--- src/rtl/mod_74xx_pkg.sv ---
// mod_74xx_pkg: shared slice constants and width helpers for the 74xx counter family
package mod_74xx_pkg;

    localparam int SLICE_W = 4;
    localparam logic [SLICE_W-1:0] SLICE_MAX = 4'hF;

    function automatic int n_slices(input int width);
        return width / SLICE_W;
    endfunction

    function automatic bit width_ok(input int width);
        return (width >= SLICE_W) && (width % SLICE_W == 0);
    endfunction

endpackage

--- src/rtl/mod_74x161_slice.sv ---
// mod_74x161_slice: one 4-bit 74x161-style counter slice (74x191-style up/down with MOD_74X161_UPDOWN_EN)
// Ports: CLK clock, RST async active-high reset to RESET_VAL, LOAD_N sync load of D,
//        ENP/ENT count enables, DN direction (MOD_74X161_UPDOWN_EN only),
//        Q slice value, RCO terminal-count carry/borrow gated by ENT.
module mod_74x161_slice
    import mod_74xx_pkg::*;
#(
    parameter logic [SLICE_W-1:0] RESET_VAL = '0
) (
    input  logic               CLK,
    input  logic               RST,
    input  logic               LOAD_N,
    input  logic [SLICE_W-1:0] D,
    input  logic               ENP,
    input  logic               ENT,
`ifdef MOD_74X161_UPDOWN_EN
    input  logic               DN,
`endif
    output logic [SLICE_W-1:0] Q,
    output logic               RCO
);

    logic               dn;
    logic [SLICE_W-1:0] cnt_d, cnt_q;

`ifdef MOD_74X161_UPDOWN_EN
    assign dn = DN;
`else
    assign dn = 1'b0;
`endif

    // load outranks counting and ignores the enables
    always_comb begin
        cnt_d = !LOAD_N ? D :
                (ENP && ENT) ? (dn ? cnt_q - 4'd1 : cnt_q + 4'd1) : cnt_q;
    end

    always_ff @(posedge CLK or posedge RST) begin
        if (RST) cnt_q <= RESET_VAL;
        else     cnt_q <= cnt_d;
    end

    // terminal count is all-ones going up, zero going down; ENP plays no part
    assign RCO = ENT && (dn ? (cnt_q == '0) : (cnt_q == SLICE_MAX));
    assign Q   = cnt_q;

endmodule

--- src/rtl/mod_74x161_cascade.sv ---
// mod_74x161_cascade: WIDTH-bit counter built from chained 4-bit 74x161-style slices
// Ports: CLK clock, RST async active-high reset to RESET_VAL, LOAD_N sync load of D,
//        ENP parallel enable, ENT trickle enable, DN direction (MOD_74X161_UPDOWN_EN only),
//        Q counter value, RCO combinational ripple carry of the last slice.
// Optional feature macro: MOD_74X161_UPDOWN_EN adds DN and down counting.
module mod_74x161_cascade
    import mod_74xx_pkg::*;
#(
    parameter int              WIDTH     = 8,
    parameter logic [WIDTH-1:0] RESET_VAL = '0
) (
    input  logic             CLK,
    input  logic             RST,
    input  logic             LOAD_N,
    input  logic [WIDTH-1:0] D,
    input  logic             ENP,
    input  logic             ENT,
`ifdef MOD_74X161_UPDOWN_EN
    input  logic             DN,
`endif
    output logic [WIDTH-1:0] Q,
    output logic             RCO
);

    localparam int N = n_slices(WIDTH);

    if (!width_ok(WIDTH)) begin : g_bad_width
        $error("mod_74x161_cascade: WIDTH must be a multiple of 4 and at least 4");
    end

    // ent_c[k] is the trickle enable into slice k; the last entry is the block carry
    logic [N:0] ent_c;

    assign ent_c[0] = ENT;

    for (genvar k = 0; k < N; k++) begin : g_slice
        mod_74x161_slice #(
            .RESET_VAL(RESET_VAL[SLICE_W*k +: SLICE_W])
        ) u_slice (
            .CLK   (CLK),
            .RST   (RST),
            .LOAD_N(LOAD_N),
            .D     (D[SLICE_W*k +: SLICE_W]),
            .ENP   (ENP),
            .ENT   (ent_c[k]),
`ifdef MOD_74X161_UPDOWN_EN
            .DN    (DN),
`endif
            .Q     (Q[SLICE_W*k +: SLICE_W]),
            .RCO   (ent_c[k+1])
        );
    end

    assign RCO = ent_c[N];

endmodule

--- config.mk ---
export PLATFORM = sky130hd
export DESIGN_NAME = mod_74x161_cascade
export DESIGN_NICKNAME = d
export VERILOG_FILES = /design/src/rtl/mod_74xx_pkg.sv /design/src/rtl/mod_74x161_slice.sv /design/src/rtl/mod_74x161_cascade.sv
export SDC_FILE = /design/constraint.sdc
export NUM_CORES = 1
export LEC_CHECK = 0
export ABC_AREA = 1
export CORE_MARGIN = 4
export CORE_UTILIZATION = 25
export DETAILED_ROUTE_END_ITERATION = 7
export PLACE_DENSITY = 0.51
export SETUP_SLACK_MARGIN = 0.15
export SYNTH_ARGS = -nofsm -noshare
export SYNTH_HDL_FRONTEND = slang
export SYNTH_SLANG_ARGS = --single-unit
--- constraint.sdc ---
create_clock -name CLK -period 1.7 [get_ports CLK]
set_clock_uncertainty 0.15 [all_clocks]
set_input_delay 0.34 -clock CLK [delete_from_list [all_inputs] [get_ports CLK]]
set_output_delay 0.34 -clock CLK [all_outputs]
set_load 0.02 [all_outputs]
# [Word level (Yosys, flattened, before mapping)]
# Cells that the tools add are included.
[totals] regBits=8 inputBits=13 out_inout_bits=9
[op_classes] add_sub_neg=2 eq_ne=4 n_mux=4 n_reduce_logical=4
[ops] cell="$mux W4" count=4
[ops] cell="$add A4 B1 Y4 const B" count=2
[ops] cell="$eq A4 B4 Y1 const B" count=2
[ops] cell="$logic_and A1 B1 Y1" count=4
[ops] cell="$ne A2 B1 Y1 const B" count=2

# [Depth between registers and ports, before layout]
[depth] depth_word=5 ltp_mapped=7 mapped_depth_nobuf=7

# [Cells and area by module]
# Synthesis repeated with hierarchy kept, for this count alone.
[unflattened] cells_unflattened=68 hier_area_um2=498.0
[by_module_without_submodules] mod="mod_74x161_slice" instances=2 cells_each=34 area_per_inst_um2=249.0

# [Worst setup path before layout]
# Ideal clock, no wire load.
[synth_path] path_kind="flip-flop to output port" startpoint="register g_slice[0].u_slice.cnt_q[0]" endpoint="output RCO" t_arrival_ns=1.511 t_required_ns=1.210 slack_ns=-0.301 path_stages_with_launch=4 path_cell_list="dfrtp_1 > ha_1 > nand2_2 > nor4_1"
[synth_via] elab_chain_cells=3
[synth_rtl] element="start, declared" line_no="mod_74x161_slice.sv:24" rtl="logic [SLICE_W-1:0] cnt_d, cnt_q;"
[synth_rtl] element="start signal, assigned" line_no="mod_74x161_slice.sv:40" rtl="else cnt_q <= cnt_d;"
[synth_rtl] element="$eq A4 B4 Y1" line_no="mod_74x161_slice.sv:44" rtl="assign RCO = ENT && (dn ? (cnt_q == '0) : (cnt_q == SLICE_MAX));"
[synth_rtl] element="$logic_and A1 B1 Y1 (2 in a row)" line_no="mod_74x161_slice.sv:44"
[synth_rtl] element="end, declared" line_no="mod_74x161_cascade.sv:22" rtl="output logic RCO"
# No other way between the ends.

# [Final worst setup path]
[layout_path] startpoint="register g_slice[0].u_slice.cnt_q[1]" endpoint="output RCO"
# The elaborated chain is that of the path after synthesis.

==> metrics.cfg <==
[pwr]
p_sw_uw=245
pwr-share-clk=0.221
swShare=0.356
peakVddDrop_v=0.000297
p_per_area_nw_per_um2=754
leakagePower_nw=0.454
seq_power_share=0.357
intPower_uw=443
pwr-share-comb=0.421
finalPower_uw=687

[detailed_routing]
vias=595
drt_wl_total_mm=1.50
dr.pass1.iters=3
drtAntennaViolNets=0
viasPerCell=4.41
dr.first_iter.drc_count=13
routedWlPerCell_um=11.1
drc_errors=0

[cells_and_area]
largest_reg_flops=8
fillerInstances=215
final_area_um2=912
syn2layout_area_growth_pct=70.3
regArea_um2=205
multi_input_area_um2=365
drive_gt1_frac=0.417
n_antenna_cell=0
nets=125

[setup_path]
worstSetupStartpointType=flop
r2r_cells=8
crit_slowest_cell=dfrtp_2
path_cells=ha_4, nand2_4, nor4_4, buf_4
crit_arrival_ns=1.21
slowest_delay_ns=0.38
r2r-end=g_slice[1].u_slice.Q[3]
worstPathMaxFanout=2
worstPathRequired_ns=1.21
rrSetupSlack_ns=0.31
cp-end-kind=output port
r2r-start=g_slice[0].u_slice.Q[1]
cp_num_buf_inv=1
crit_family=flip-flops
crit_type=flop to output port

[sta]
max_freq_ghz=0.587
worst_hold_slack_ns=0.184
maxSlewViolCount=0
period_share=1.00
rsz0062_at_grt=true
slew_headroom=0.785
period_minus_slack_ns=1.70
setup_slack_ns=-0.00281
worst_pin_slew_ns=0.323
setup_viol=1
hold_violations=0

[run_status]
status=finished, violations left
violations=setup timing

[logic_synthesis]
syn_area_per_cell_um2=7.44
yosysMostFrequentCell=nand2_1
synth_area_um2=536
async_flop_share=1.00
synth_top_area_share=0.374
synthesis.nets=87
synthFlopType=dfrtp_1
yosys-top-cells-area=dfrtp_1 (37%), nand2_1 (18%), nand3_1 (7.5%), ha_1 (4.7%), nor2_1 (4.2%)
yosysWarnings=0
syn_inst=72
synth_largest_area_cell=dfrtp_1
synth_cell_types=20
seq_area_frac_synth=0.374
synthTopCellsByCount=nand2_1 (26), dfrtp_1 (8), nand3_1 (8)
ys_seq_elements=8
synth_edf_count=0

[placement]
place_congestion=0.753
pre_cts_slack_ns=-0.616
io_buffer_count=21
placed_area_um2=902
place_hpwl_mm=1.17

[clocking]
root_buffer=clkbuf_4
clock_sinks=8
cts_hold_buf=0
cts_tree=built
h-tree-depth=1
path_clk_slew_ns=0.06
cts_buffers=3
clockBufferDepth=2
cts_setup_buffers=0
clock_latency_ns=0.25

[global_routing]
grt_start_max_net_pins=9
grt_pass1_wl_mm=2.39
grt_pass1_vias=586
track_usage=0.111
antenna_found_initial=0
grt-ovfl-total=0

[hold_path]
hold_path_class=input port to asynchronous set/reset pin

[floorplanning]
die_h_um=54.3
num_rows=16
core_um2=2000
start_util=0.268
die_x_um=54.3
dieArea_um2=2950
io_pins=22

[job]
max_cap_viol_count=0

## stage by stage
stage / utilization / TNS [ns] / instances
6_report: 0.456 / -0.00281 / 135
5_1_grt: 0.456 / -0.0675 / 135
4_1_cts: 0.463 / -0.0210 / 135
3_5_place_dp: 0.451 / -0.616 / 132
3_3_place_gp: 0.451 / -0.573 / 132
2_1_floorplan: - / 0 / 72
## placed cells by master, fill, tap and decap left out, drive strengths merged, types with 2 or more instances in the layout
cell / instances
buf: 21
clkbuf: 3
clkdlybuf4s50: 11
dfrtp: 8
ha: 2
inv: 4
nand2: 30
nand3: 9
nand4: 2
nor2: 8
o21ai: 3
or2: 2
## logic make-up after synthesis
family / after synthesis / synth area share
buf+inv: 5 / 0.0421
compound gates: 5 / 0.0724
simple gates: 52 / 0.465
fa+ha+maj: 2 / 0.0467
flops: 8 / 0.374
## timing repair
action                     CTS  global route
hold endpoints to repair     0             0
setup endpoints to repair    9             4
pin swaps                    2             3
resized for setup           38             4
## worst max path at each step
stage,start,end,slack [ns],cells after the start
after detailed placement,ENT,RCO,-0.62,4
after global placement,ENT,RCO,-0.57,4
after global routing,g_slice[0].u_slice.Q[1],RCO,-0.07,4
final,g_slice[0].u_slice.Q[1],RCO,-0.003,4
after floorplan,g_slice[0].u_slice.Q[0],RCO,0.16,3
after CTS,g_slice[1].u_slice.Q[0],RCO,-0.02,4
## metal layers
layer	routed length (µm)	global-route usage
met1	722	0.148
met2	671	0.171
met3	83	0.0191
met4	19	0.0539
met5	0	0
## area by class of cell
cell class              instances  share of cell area
multi-input cells              59               0.401
repair buffers                 34               0.296
flip-flops and latches          8               0.225
well taps                      27              0.0370
clock buffers                   3              0.0247
inverters                       4              0.0165
## power by group through the flow
stage | Sequential [mW] | Clock, mW | Combinational (mW)
after floorplan | 0.292 | 0 | 0.0986
after global placement | 0.242 | 0 | 0.307
after detailed placement | 0.243 | 0 | 0.308
after CTS | 0.245 | 0.156 | 0.298
after global routing | 0.248 | 0.164 | 0.321
final | 0.246 | 0.152 | 0.290
Power figures use the tool's default switching activity.
